==> config.mk <==
export PLATFORM = sky130hd
export DESIGN_NAME = rbcp_register_responder
export DESIGN_NICKNAME = d
export VERILOG_FILES = /design/src/rtl/rbcp_register_responder.sv
export SDC_FILE = /design/constraint.sdc
export NUM_CORES = 1
export LEC_CHECK = 0
export CAP_MARGIN = 10
export CORE_AREA = 4 4 151 153
export CTS_CLUSTER_SIZE = 40
export DETAILED_ROUTE_END_ITERATION = 8
export DIE_AREA = 0 0 155 157
export GPL_TIMING_DRIVEN = 0
export HOLD_SLACK_MARGIN = 0.12
export PLACE_DENSITY = 0.75
export SYNTH_ARGS = -nofsm -noshare
export SYNTH_HDL_FRONTEND = slang
export SYNTH_SLANG_ARGS = --single-unit
==> constraint.sdc <==
create_clock -name clk -period 6.45 [get_ports clk]
set_input_delay 1.6125 -clock clk [delete_from_list [all_inputs] [get_ports clk]]
set_output_delay 1.6125 -clock clk [all_outputs]
set_load 0.005 [all_outputs]
==> src/rtl/rbcp_register_responder.sv <==
// rbcp_register_responder
//   Slave end of the SiTCP RBCP bus. Host register accesses are decoded into
//   a bank of byte-wide read/write control registers followed by a block of
//   read-only status bytes. Every accepted access takes a fixed three-state
//   walk IDLE -> DECODE -> RESP, so a strobe in cycle T is acknowledged in
//   cycle T+2. Unmapped accesses are never acknowledged (SiTCP times them out)
//   and are counted in a saturating miss counter.
//
// Ports
//   clk, rst          SiTCP user clock, synchronous active-high reset
//   rbcp_we/re        one-cycle write/read strobes (both high -> write)
//   rbcp_wd           write data, valid with rbcp_we
//   rbcp_addr         byte address, valid with either strobe
//   rbcp_rd           read data, forced to 0 whenever rbcp_ack is low
//   rbcp_ack          one-cycle acknowledge for mapped accesses
//   ctrl_q            RW bytes, byte i at [8*i+7:8*i]
//   ctrl_wr_pulse     one-cycle pulse per RW byte written
//   status_d          RO bytes, byte j at [8*j+7:8*j]
//   status_rd_pulse   one-cycle pulse per RO byte read (clear-on-read hook)
//   miss_cnt          saturating count of unmapped accesses
module rbcp_register_responder #(
    parameter logic [31:0] BASE_ADDR    = 32'h0000_0000,
    parameter int          N_RW         = 16,
    parameter int          N_RO         = 8,
    parameter logic [7:0]  RW_RESET_VAL = 8'h00
) (
    input  logic                clk,
    input  logic                rst,
    input  logic                rbcp_we,
    input  logic                rbcp_re,
    input  logic [7:0]          rbcp_wd,
    input  logic [31:0]         rbcp_addr,
    output logic [7:0]          rbcp_rd,
    output logic                rbcp_ack,
    output logic [N_RW*8-1:0]   ctrl_q,
    output logic [N_RW-1:0]     ctrl_wr_pulse,
    input  logic [N_RO*8-1:0]   status_d,
    output logic [N_RO-1:0]     status_rd_pulse,
    output logic [7:0]          miss_cnt
);

    typedef enum logic [1:0] {
        IDLE   = 2'd0,
        DECODE = 2'd1,
        RESP   = 2'd2
    } state_t;

    state_t state;
    state_t state_next;

    logic              vld_p0;
    logic [31:0]       off_p1;
    logic [7:0]        wd_p1;
    logic              wr_p1;

    logic [N_RW-1:0]   rw_hot;
    logic [N_RO-1:0]   ro_hot;
    logic              hit;
    logic [7:0]        rd_mux;

    logic              hit_p2;
    logic [7:0]        data_p2;
    logic [N_RW-1:0]   wr_pulse_p2;
    logic [N_RO-1:0]   rd_pulse_p2;

    logic [N_RW*8-1:0] ctrl_reg;

    function automatic logic [7:0] sat_inc(input logic [7:0] v);
        return (v == 8'hFF) ? v : v + 8'd1;
    endfunction

    // Strobes are only taken in IDLE; anything arriving mid-access is dropped.
    assign vld_p0 = (state == IDLE) && (rbcp_we || rbcp_re);

    always_ff @(posedge clk) begin
        if (rst) begin
            state <= IDLE;
        end else begin
            state <= state_next;
        end
    end

    always_comb begin
        state_next = state;
        case (state)
            IDLE:    if (vld_p0) state_next = DECODE;
            DECODE:  state_next = RESP;
            RESP:    state_next = IDLE;
            default: state_next = IDLE;
        endcase
    end

    // ---- stage p0 -> p1: latch request; offset wraps modulo 2^32 ----
    always_ff @(posedge clk) begin
        if (vld_p0) begin
            off_p1 <= rbcp_addr - BASE_ADDR;
            wd_p1  <= rbcp_wd;
            wr_p1  <= rbcp_we;
        end
    end

    // One-hot decode of the latched offset; full 32-bit compares so that
    // addresses below BASE_ADDR (which wrap high) never alias into the map.
    always_comb begin
        rw_hot = '0;
        ro_hot = '0;
        rd_mux = '0;
        for (int i = 0; i < N_RW; i++) begin
            rw_hot[i] = (off_p1 == 32'(i));
            if (rw_hot[i]) rd_mux = rd_mux | ctrl_reg[8*i +: 8];
        end
        for (int j = 0; j < N_RO; j++) begin
            ro_hot[j] = (off_p1 == 32'(N_RW + j));
            if (ro_hot[j]) rd_mux = rd_mux | status_d[8*j +: 8];
        end
        hit = (|rw_hot) || (|ro_hot);
    end

    // ---- stage p1 -> p2: register response, status_d sampled here ----
    always_ff @(posedge clk) begin
        if (state == DECODE) begin
            hit_p2      <= hit;
            data_p2     <= wr_p1 ? 8'h00 : rd_mux;
            wr_pulse_p2 <= wr_p1 ? rw_hot : '0;
            rd_pulse_p2 <= wr_p1 ? '0 : ro_hot;
        end
    end

    // RW bytes update on the DECODE edge so ctrl_q shows them from T+2.
    // Writes that decode to RO offsets match no rw_hot bit and are dropped.
    always_ff @(posedge clk) begin
        if (rst) begin
            ctrl_reg <= {N_RW{RW_RESET_VAL}};
        end else if (state == DECODE && wr_p1) begin
            for (int i = 0; i < N_RW; i++) begin
                if (rw_hot[i]) ctrl_reg[8*i +: 8] <= wd_p1;
            end
        end
    end

    always_ff @(posedge clk) begin
        if (rst) begin
            miss_cnt <= 8'h00;
        end else if (state == DECODE && !hit) begin
            miss_cnt <= sat_inc(miss_cnt);
        end
    end

    // ---- stage p2: outputs are valid only while in RESP ----
    always_comb begin
        rbcp_ack        = 1'b0;
        rbcp_rd         = 8'h00;
        ctrl_wr_pulse   = '0;
        status_rd_pulse = '0;
        if (state == RESP && hit_p2) begin
            rbcp_ack        = 1'b1;
            rbcp_rd         = data_p2;
            ctrl_wr_pulse   = wr_pulse_p2;
            status_rd_pulse = rd_pulse_p2;
        end
    end

    assign ctrl_q = ctrl_reg;

endmodule
After elaboration in Yosys (flattened, before gate mapping)
Cells that the tools add are included.

word-level totals
  flip-flop bits (word level) = 212
  bits in latches = 0
  bits in writable memories = 0
  ROM bits = 0
  input port bits = 108
  memories kept = 0

cells by class
  add/sub/neg operators = 1
  multiply operators = 0
  div/mod/pow operators = 0
  $lt $le $gt $ge = 0
  equal/unequal tests = 27
  shift operators = 0
  muxes and demuxes = 30
  bitwise operators = 24
  reductions and logical operators = 28

operators with widths
  cell                                            count
  == test 32 x 4 -> 1 bit, second input constant  8
  == test 32 x 5 -> 1 bit, second input constant  8
  two-way mux 8 bit                               26
  OR 8 bit                                        23
  == test 32 x 3 -> 1 bit, second input constant  4
  == test 32 x 2 -> 1 bit, second input constant  2
  AND reduction 2 bit                             17
  == test 32 x 1 -> 1 bit, second input constant  1
  zero test 32 bit                                1
  two-way mux 16 bit                              1
  OR reduction 16 bit                             1
  adder 8 x 1 -> 8 bit, second input constant     1
  == test 8 bit, second input constant            1
  OR reduction 8 bit                              1
  logical AND 1 bit                               4
  one-hot mux 2 bit (2 select lines)              1
  == test 2 x 1 -> 1 bit, second input constant   1
  == test 2 bit, second input constant            1
  zero test 2 bit                                 1
  logical OR 1 bit                                2
  two-way mux 2 bit                               1
  inequality test 2 bit, second input constant    1
  zero test 1 bit                                 1
  two-way mux 1 bit                               1
  NOT 1 bit                                       1

Depth between registers and ports, before layout
Gate-level depths: netlist (run 1).

  word-level depth = 48
  depth in mapped cells = 9
  gate-level depth less buffers = 6

Worst setup path before layout (run 1)
Ideal clock, no wire load.

  path kind = input -> register
  from = input port rbcp_re
  to = register off_p1[0], enable pin
  library setup time = 0.490 ns
  arrival time = 4.457 ns
  data required time = 5.960 ns
  slack = 1.502 ns
  stages on the path = 2
  path through = nor2_1 nor3_1

between the ends
  word-level cells in the longest chain between the ends = 2

ends and longest elaborated chain
  what                    line  RTL
  start: declaration      30    input logic rbcp_re,
  logical OR 1 bit        73    assign vld_p0 = (state == IDLE) && (rbcp_we || rbcp_re);
  logical AND 1 bit       73
  net vld_p0              51    logic vld_p0;
  end signal: assignment  96    off_p1 <= rbcp_addr - BASE_ADDR;
  end: declaration        52    logic [31:0] off_p1;

The timed path passes the listed nets, and every way through them passes these cells.
A chain may end at the register's enable or synchronous reset.

Worst setup path after layout (run 1)
  from = register off_p1[15]
  to = register data_p2[4] (data pin)

between the ends
  word-level cells in the longest chain between the ends = 48

ends and longest elaborated chain
  what                    line  RTL
  zero test 32 bit        109   rw_hot[i] = (off_p1 == 32'(i));
  two-way mux 8 bit       110   if (rw_hot[i]) rd_mux = rd_mux | ctrl_reg[8*i +: 8];
  OR 8 bit                110
  two-way mux 8 bit       110
  OR 8 bit                110
  two-way mux 8 bit       110
  OR 8 bit                110
  two-way mux 8 bit       110
  [32 not listed]         -
  OR 8 bit                114   if (ro_hot[j]) rd_mux = rd_mux | status_d[8*j +: 8];
  two-way mux 8 bit       114
  OR 8 bit                114
  two-way mux 8 bit       114
  OR 8 bit                114
  two-way mux 8 bit       114
  OR 8 bit                114
  two-way mux 8 bit *     114
  end signal: assignment  123   data_p2 <= wr_p1 ? 8'h00 : rd_mux;
  end: declaration        62    logic [7:0] data_p2;

Every way passes the cells marked *; elsewhere a longest branch is shown, timed or not.

==> flow_summary.yaml, run 1 <==
run_status:
  status: "complete, no violations"
final_layout:
  area.growth.synth_to_final_pct: 41.8
  fin_nets: 1381
  fin_area_mm2: 0.0134
  layout_common_cells: "275 x clkdlybuf4s50_1, 204 x nand2_1, 138 x dfxtp_1"
  diodes: 0
  layout-drive-gt1-share: 0.0761
  final_util: 0.623
  layout_commonest_cell: "clkdlybuf4s50_1"
logic_synthesis:
  synth_flop_cell: "dfxtp_1"
  avgSynthCellArea_um2: 9.80
  syn_area_mm2: 0.00947
  async_reset_ff_frac: 0
  synthAdderAreaFrac: 0.00132
  ys_types: 52
  synth_compound_area_frac: 0.147
  synthXorXnorAreaFrac: 0.000925
  ys_seq_elements: 212
  ys_seq_area_frac: 0.526
  synth_enable_flop_cells: 74
  syn_nets: 1075
  synth_top_family_by_area: "simple AND/OR/NAND/NOR gates"
  yosys.area_share.simple: 0.252
  postSynthCellCount: 966
  muxShareOfSynthArea: 0.0349
  yosys_warnings: 0
floorplan:
  core_mm2: 0.0216
  initial_core_util: 0.439
  die_x_um: 155
  ios: 277
  chipHeight_um: 157
  rows: 54
  die_area_mm2: 0.0243
power:
  seq_power_share: 0.480
  p_comb_frac: 0.071
  leakagePower_nw: 4.49
  p_switching_w: 0.000721
  p_per_area_mw_per_mm2: 226
  switching_share: 0.237
  power.share.clock: 0.449
  p_int_w: 0.00232
  max-vdd-ir-drop_uv: 214
  p_total_w: 0.00304
route:
  wire_per_inst_um: 26.2
  wl_met1_um: 15200
  via_per_inst: 6.09
  vias: 9554
  routed.top_layer: "met5"
  drc: 0
  ant_nets: 0
  firstDrtPassIters: 6
  routed_wl_um: 41100
  drt-initial-drc-count: 1440
  met2_length_um: 17900
  wl_met3_um: 5500
timing:
  fin_skew_ns: 0.0168
  fin_crit_sh: 0.608
  finalSetupViolCount: 0
  maxSlewHeadroom: 0.169
  slew_violations: 0
  tightestPinTransition_ns: 1.24
  period_minus_slack_ns: 3.92
  hold_viol: 0
  setup_ws_ns: 2.53
  rsz0062_at_grt: "no"
  fmax_mhz: 255
critical_path:
  cp-end-kind: "flop"
  crit_type: "reg2reg"
  r2r_cells: 7
  worstPathArrival_ns: 4.18
  critPathTopFamily: "simple AND/OR/NAND/NOR gates"
  cpMaxStageDelayCell: "nor4_4"
  worst-path-max-fanout: 10
  cp_num_buf_inv: 1
  startpoint_type: "flop"
  crit_end: "data_p2[4]"
  r2r-end: "data_p2[4]"
  critical_path.cell_chain: "nor4_2 > nand4_4 > buf_2 > nor4_4 > a22oi_1 > and3_1 > a41oi_1"
  crit_start: "off_p1[15]"
  path_depth: 7
  rrSetupSlack_ns: 2.53
  slowest_delay_ns: 1.09
  r2r_start: "off_p1[15]"
  crit_required_ns: 6.71
place:
  pre_cts_ws_ns: 2.69
  place_area_mm2: 0.0126
  gp_congestion: 0.973
  place_hpwl_um: 29800
  io_buffers: 275
clock_network:
  post-cts-setup-buffers: 0
  cts_buffers: 24
  h-tree-depth: 1
  tritoncts: "done"
  postCtsHoldBufs: 0
  clkLatencyLatePin_ns: 0.53
  cts_resized: 0
  cts_root_buf: "clkbuf_16"
  path_clk_slew_ns: 0.06
  clock_path_buffers: 3
  cts_sinks: 212
global_routing:
  grt_max_degree: 33
  antenna_found_initial: 1
  grt_pass1_vias: 9237
  gr-usage-all-layers: 0.323
  grt_pass1_wl_um: 58900
  overflow: 0
flow_run:
  maxCapViolations: 0
hold_path:
  min_path_type: "reg2reg"
## layer usage
layer / up-vias / track usage
li1: 4125 / -
met1: 4456 / 0.416
met2: 807 / 0.507
met3: 164 / 0.0913
met4: 2 / 0.150
met5: - / 0
## power by group through the flow
stage                     registers, W  clock network [W]  logic (W)
final                          0.00146            0.00136   0.000216
after global routing           0.00146            0.00142   0.000226
after CTS                      0.00146            0.00136   0.000212
after detailed placement       0.00149                  0   0.000211
after global placement         0.00149                  0   0.000200
after floorplan                0.00148                  0  0.0000844
## cells in the mapped netlist (5+ instances only)
| cell type | count | area share |
|---|---|---|
| and2_1 | 54 | 0.036 |
| or4bb_1 | 5 | 0.0059 |
| and3_1 | 28 | 0.018 |
| and4_1 | 7 | 0.0065 |
| o21ai_0 | 5 | 0.0026 |
| nor2_1 | 39 | 0.015 |
| a222oi_1 | 16 | 0.017 |
| dfxtp_1 | 138 | 0.29 |
| nor4_1 | 13 | 0.0086 |
| a22oi_1 | 51 | 0.040 |
| nor4_4 | 10 | 0.022 |
| nor4_2 | 6 | 0.0079 |
| or4_1 | 5 | 0.0040 |
| nand3_1 | 22 | 0.012 |
| clkbuf_1 | 54 | 0.021 |
| a221oi_1 | 10 | 0.0092 |
| edfxtp_1 | 74 | 0.23 |
| mux2i_1 | 33 | 0.035 |
| nand2_1 | 204 | 0.081 |
| nor2b_1 | 5 | 0.0033 |
| buf_2 | 15 | 0.0079 |
| or3_1 | 6 | 0.0040 |
| a22o_1 | 10 | 0.0092 |
| a21oi_1 | 102 | 0.054 |
## tightest hold or removal path, delay by kind of cell, from the launching register on
family           cells  cell delay [ns]
AO/OA/AOI/OAI        1             0.05
flip-flops           1             0.32
AND/OR/NAND/NOR      1             0.06
## area by class of cell
type,count,area (µm²)
clock inverters,7,46.3
inverters,3,11.3
well taps,280,350
plain buffers,75,338
repair buffers,280,2810
multi-input cells,676,4150
clock buffers,35,738
fillers,1781,8120
flip-flops and latches,212,4980
## stage by stage
| stage | instances | hold slack [ns] | TNS (ns) |
|---|---|---|---|
| floorplan | 966 | 0.432 | 0 |
| global placement | 1521 | 0.445 | -6.53 |
| detailed placement | 1526 | 0.462 | 0 |
| CTS | 1568 | 0.468 | 0 |
| global route | 1568 | 0.484 | 0 |
| finish | 1568 | 0.468 | 0 |
## sequential cells by signal, summed over array words and instances, names as in the netlist, 2 cells and up
signal / flops
state: 2
off_p1: 32
wd_p1: 8
wr_pulse_p2: 16
rd_pulse_p2: 8
miss_cnt: 8
ctrl_q: 128
data_p2: 8
## how the worst min path moves through the flow
stage / startpoint / to / slack, ns / cells after the start
finish: ctrl_q[80] / ctrl_q[80] / 0.47 / 2
global placement: state[0] / state[0] / 0.44 / 1
floorplan: state[0] / state[0] / 0.43 / 1
detailed placement: ctrl_q[80] / ctrl_q[80] / 0.46 / 2
CTS: ctrl_q[80] / ctrl_q[80] / 0.47 / 2
global route: ctrl_q[97] / ctrl_q[97] / 0.48 / 2
## logic make-up after synthesis
family                   count (synthesis)
multiplexers                            33
buffers and inverters                   78
adder cells (fa/ha/maj)                  1
XOR/XNOR                                 1
AND/OR/NAND/NOR                        433
AO/OA/AOI/OAI                          208
flip-flops                             212
Note: power is estimated with default switching activity, not from simulation.
==> inputs of run 2 (changes only) <==
--- a/config.mk
+++ b/config.mk
@@ -6,13 +6,13 @@
 export NUM_CORES = 1
 export LEC_CHECK = 0
 export CAP_MARGIN = 10
-export CORE_AREA = 4 4 151 153
+export CORE_AREA = 4 4 154 156
 export CTS_CLUSTER_SIZE = 40
 export DETAILED_ROUTE_END_ITERATION = 8
-export DIE_AREA = 0 0 155 157
+export DIE_AREA = 0 0 158 160
 export GPL_TIMING_DRIVEN = 0
 export HOLD_SLACK_MARGIN = 0.12
-export PLACE_DENSITY = 0.75
+export PLACE_DENSITY = 0.76
 export SYNTH_ARGS = -nofsm -noshare
 export SYNTH_HDL_FRONTEND = slang
 export SYNTH_SLANG_ARGS = --single-unit
==> constraint.sdc (replaced) <==
create_clock -name clk -period 3.5 [get_ports clk]
set_input_delay 0.875 -clock clk [delete_from_list [all_inputs] [get_ports clk]]
set_output_delay 0.875 -clock clk [all_outputs]
set_load 0.005 [all_outputs]
==> run 2 against run 1 <==
  * Register-to-register slack got worse by 2.5 ns
  * Global-route usage fell by 1.2 points
  * Combinational power rose by 87%
  * Total power rose by 81%
  * Cell count rose by 1.0%
  * Clock power rose by 78%
  * First-iteration DRC count fell by 7.8%
  * Via count rose by 1.1%
  * Sequential power rose by 84%
  * Hold slack improved by 0.0053 ns
  * Die area rose by 3.9%
  * Critical path depth did not move
  * Critical path type unchanged
  * Largest cell class unchanged
  * Largest power group unchanged
==> flow_summary.yaml, run 2 (synthesis results as in run 1) <==
run_status:
  status: "complete, no violations"
final_layout:
  diodes: 0
  layout_commonest_cell: "clkdlybuf4s50_1"
  fin_area_mm2: 0.0136
  largest_reg_flops: 128
  instances_no_fill: 1584
  fin_nets: 1392
  fillers: 1876
  layout_common_cells: "275 x clkdlybuf4s50_1, 204 x nand2_1, 138 x dfxtp_1"
  area.growth.synth_to_final_pct: 43.7
  layout-drive-gt1-share: 0.0908
timing:
  whs_ns: 0.473
  fin_skew_ns: 0.0173
  slew_violations: 0
  tightestPinTransition_ns: 0.977
  maxSlewHeadroom: 0.332
  finalSetupViolCount: 0
  fin_crit_sh: 0.986
  period_minus_slack_ns: 3.45
  fmax_mhz: 290
  hold_viol: 0
place:
  place_hpwl_um: 29900
  io_buffers: 275
  placed_cells: 1529
  place_area_mm2: 0.0127
  gp_congestion: 0.995
route:
  ant_nets: 0
  drt-initial-drc-count: 1328
  vias: 9663
  routed_wl_um: 41000
  firstDrtPassIters: 7
  via_per_inst: 6.10
  wire_per_inst_um: 25.9
  drc: 0
clock_network:
  clkLatencyLatePin_ns: 0.52
  cts_root_buf: "clkbuf_16"
  cts_buffers: 22
  h-tree-depth: 1
  tritoncts: "done"
  cts_sinks: 212
  clock_path_buffers: 3
  path_clk_slew_ns: 0.06
  postCtsHoldBufs: 0
global_routing:
  overflow: 0
  grt_max_degree: 34
  grt_pass1_wl_um: 59000
  grt_pass1_vias: 9122
  antenna_found_initial: 0
  gr-usage-all-layers: 0.311
hold_path:
  min_from: "ctrl_q[126]"
  min_path_type: "reg2reg"
  worstHoldPathCells: 2
  hold_end: "ctrl_q[126]"
power:
  p_total_w: 0.00552
  max-vdd-ir-drop_uv: 404
  leakagePower_nw: 4.65
  p_per_area_mw_per_mm2: 406
critical_path:
  crit_type: "reg2reg"
  worst-path-max-fanout: 10
  startpoint_type: "flop"
  r2r_start: "off_p1[15]"
  crit_required_ns: 3.74
  r2r_cells: 7
  cp-end-kind: "flop"
  r2r-end: "data_p2[4]"
  rrSetupSlack_ns: 0.05
  worstPathArrival_ns: 3.70
floorplan:
  rows: 55
  die_x_um: 158
  initial_core_util: 0.423
  ios: 277
  die_area_mm2: 0.0253
  core_mm2: 0.0224
  chipHeight_um: 160
flow_run:
  maxCapViolations: 0
## run 2: cell types whose count changed in the layout (fill, tap and decap cells not counted), sizes merged
cell      before  now
buf           26   44
clkbuf        89   77
bufinv         0    2
clkinv         4    6
clkinvlp       1    3
inv            5    4
## run 2: metrics by stage
| step | setup TNS (ns) | setup slack (ns) | utilization |
|---|---|---|---|
| finish | 0 | 0.0476 | 0.609 |
| detailed placement | -0.125 | -0.125 | 0.566 |
| floorplan | 0 | 0.102 | - |
| CTS | 0 | 0.00212 | 0.602 |
| global placement | -164.22 | -1.20 | 0.563 |
| global route | -0.0122 | -0.0122 | 0.609 |
## run 2: repair_timing
action / 4_1_cts / 5_1_grt
pin swaps: 2 / 6
gates resized for setup: 3 / 9
buffers inserted: 4 / 15
setup endpoints to repair: 1 / 6
## run 2: metal layers
metal  wire length, µm  share of wire  GRT usage  vias up
met5                 0              0          0        -
met4              2040          0.050      0.126        0
met3              5780           0.14     0.0976      133
met2             18200           0.44      0.478      803
met1             15000           0.37      0.408     4574
li1                  -              -          -     4153
## run 2: layout make-up
class	instances	area, µm²	share of cell area
Buffer	70	322	0.0236
Clock buffer	28	614	0.0451
Clock inverter	12	130	0.00956
Inverter	3	11.3	0.000827
Multi-Input combinational cell	676	4200	0.309
Sequential cell	212	4980	0.366
Tap cell	285	357	0.0262
Timing Repair Buffer	298	2990	0.220
## run 2: worst max-delay path, stage by stage, from the launching register on
cell,delay (ns)
edfxtp_1,0.37
nor4_2,0.49
nand4_4,0.38
buf_2,0.39
nor3_4,0.64
a222oi_1,0.23
and3_1,0.22
a41oi_1,0.45
## run 2: where the power goes
part	switching [W]	leakage (nW)	internal, W
logic	0.000222	2.46	0.000183
clock network	0.00102	0.361	0.00140
registers	0.0000584	1.83	0.00263
## run 2: worst max path at each step
| stage | startpoint | end | slack, ns | cells past startpoint |
|---|---|---|---|---|
| after floorplan | state[0] | miss_cnt[6] | 0.10 | 6 |
| after global placement | state[0] | ctrl_q[100] | -1.20 | 7 |
| after detailed placement | off_p1[15] | data_p2[4] | -0.13 | 7 |
| after CTS | off_p1[29] | data_p2[4] | 0.002 | 7 |
| after global routing | off_p1[14] | data_p2[4] | -0.01 | 7 |
| final | off_p1[15] | data_p2[4] | 0.05 | 7 |
==> inputs of run 3 (changes only) <==
--- a/config.mk
+++ b/config.mk
@@ -10,6 +10,7 @@
 export CTS_CLUSTER_SIZE = 40
 export DETAILED_ROUTE_END_ITERATION = 8
 export DIE_AREA = 0 0 158 160
+export GPL_ROUTABILITY_DRIVEN = 0
 export GPL_TIMING_DRIVEN = 0
 export HOLD_SLACK_MARGIN = 0.12
 export PLACE_DENSITY = 0.76
==> run 3 against run 2 <==
  * Cell count barely moved
  * Sequential share of layout area up 0.24 points
  * Via count decreased by 1.3%
  * Clock-buffer cell count fell by 1
  * Setup slack improved by 0.0014 ns
  * Global-route usage shrank 1.4 points
  * Hold slack worse by 0.0028 ns
  * Largest power group unchanged
==> flow_summary.yaml, run 3 (synthesis results as in run 1) <==
critical_path:
  crit_type: "reg2reg"
  worstPathArrival_ns: 3.76
  worst-path-max-fanout: 9
  startpoint_type: "flop"
  crit_path_frequent_cell: "clkbuf_1"
  cpMaxStageDelayCell: "clkbuf_1"
  cp-end-kind: "flop"
  slowest_delay_ns: 0.57
  crit_required_ns: 3.81
  critical_path.cell_chain: "or4b_1 > clkbuf_1 > nor4_1 > and2_0 > clkbuf_1 > a222oi_1 > and4_1 > a41oi_2"
  critPathTopFamily: "simple AND/OR/NAND/NOR gates"
  cp_num_buf_inv: 2
clock_network:
  path_clk_slew_ns: 0.06
  tritoncts: "done"
  cts_buffers: 22
  h-tree-depth: 1
  cts_root_buf: "clkbuf_16"
  cts_sinks: 212
  clock_path_buffers: 3
  postCtsHoldBufs: 0
  clkLatencyLatePin_ns: 0.51
route:
  drt-initial-drc-count: 1353
  routed_wl_um: 39800
  ant_nets: 0
  firstDrtPassIters: 8
  vias: 9534
  drc: 0
  wire_per_inst_um: 25.2
  via_per_inst: 6.02
power:
  switching_share: 0.234
  power.share.clock: 0.422
  p_switching_w: 0.00126
  p_int_w: 0.00411
  max-vdd-ir-drop_uv: 388
  p_per_area_mw_per_mm2: 397
  seq_power_share: 0.502
  leakagePower_nw: 4.60
  p_comb_frac: 0.076
run_status:
  status: "complete, no violations"
timing:
  tightestPinTransition_ns: 1.11
  fin_skew_ns: 0.0159
  setup_ws_ns: 0.0490
  slew_violations: 0
  period_minus_slack_ns: 3.45
  maxSlewHeadroom: 0.253
  finalSetupViolCount: 0
  whs_ns: 0.470
  fmax_mhz: 290
  fin_crit_sh: 0.986
  hold_viol: 0
  rsz0062_at_grt: "no"
final_layout:
  area.growth.synth_to_final_pct: 42.8
  fin_nets: 1391
  largest_reg_flops: 128
  layout_common_cells: "275 x clkdlybuf4s50_1, 204 x nand2_1, 138 x dfxtp_1"
  fillers: 1882
  layout-drive-gt1-share: 0.0856
  layout_commonest_cell: "clkdlybuf4s50_1"
global_routing:
  gr-usage-all-layers: 0.298
  grt_pass1_wl_um: 56300
  antenna_found_initial: 1
  grt_pass1_vias: 9019
  overflow: 0
  grt_max_degree: 33
floorplan:
  die_x_um: 158
  core_mm2: 0.0224
  rows: 55
  chipHeight_um: 160
  ios: 277
  die_area_mm2: 0.0253
  initial_core_util: 0.423
place:
  pre_cts_ws_ns: -0.103
  place_hpwl_um: 29400
  io_buffers: 275
flow_run:
  maxCapViolations: 0
hold_path:
  min_path_type: "reg2reg"
==> run 3: changes by cell type in the layout (fill, tap and decap cells not counted), moves of 2 or more <==
cell / change
nor4_2: -2
clkbuf_1: +2
buf_12: -2
clkinvlp_4: -2
clkinv_1: +3
==> run 3: metal layers <==
metal | GRT usage | vias up | routed length, µm
li1 | - | 4162 | -
met1 | 0.381 | 4462 | 14500
met2 | 0.458 | 753 | 17600
met3 | 0.0905 | 157 | 5390
met4 | 0.143 | 0 | 2360
met5 | 0 | - | 0
==> run 3: cell type report <==
| class | count | area (µm²) | share of cell area |
|---|---|---|---|
| Multi-Input combinational cell | 676 | 4210 | 0.311 |
| Inverter | 3 | 11.3 | 0.000833 |
| Timing Repair Buffer | 295 | 2940 | 0.218 |
| Tap cell | 285 | 357 | 0.0264 |
| Sequential cell | 212 | 4980 | 0.369 |
| Buffer | 72 | 329 | 0.0243 |
| Clock buffer | 27 | 601 | 0.0444 |
| Clock inverter | 12 | 87.6 | 0.00648 |
| Antenna cell | 1 | 2.50 | 0.000185 |
==> run 3: timing repair <==
| action | 4_1_cts | 5_1_grt |
|---|---|---|
| hold endpoints to repair | 0 | 0 |
| cloned | 0 | 0 |
| resized for setup | 2 | 10 |
| pin swaps | 1 | 4 |
| endpoints found under the setup margin | 2 | 5 |
| setup buffers | 5 | 12 |
==> run 3: worst reg2reg max path, cell delays in order, from the launching register on <==
cell	delay, ns
edfxtp_1	0.43
or4b_1	0.53
clkbuf_1	0.30
nor4_1	0.41
and2_0	0.18
clkbuf_1	0.57
a222oi_1	0.31
and4_1	0.29
a41oi_2	0.23
==> run 3: path summary, 6_finish.rpt <==
kind          startpoint           to  slack, ns  cells past startpoint
min          ctrl_q[101]  ctrl_q[101]       0.47                      2
max            off_p1[5]   data_p2[0]       0.05                      8
min reg2reg  ctrl_q[101]  ctrl_q[101]       0.47                      2
max reg2reg    off_p1[5]   data_p2[0]       0.05                      8
==> run 3: stage by stage <==
stage	TNS (ns)	cells	total power, W	cell area (µm²)	utilization
after global routing	0	1583	0.00550	13500	0.605
after global placement	-164.20	1526	0.00311	12600	0.563
after detailed placement	-0.103	1529	0.00314	12700	0.566
after floorplan	0	966	0.00288	9470	-
after CTS	0	1573	0.00537	13400	0.599
final	0	1583	0.00536	13500	0.605
==> run 3: power groups by stage <==
stage / Sequential, W / Combinational [W] / Clock (W)
finish: 0.00269 / 0.000407 / 0.00226
global route: 0.00270 / 0.000422 / 0.00238
CTS: 0.00269 / 0.000395 / 0.00228
detailed placement: 0.00274 / 0.000394 / 0
global placement: 0.00274 / 0.000370 / 0
floorplan: 0.00272 / 0.000156 / 0
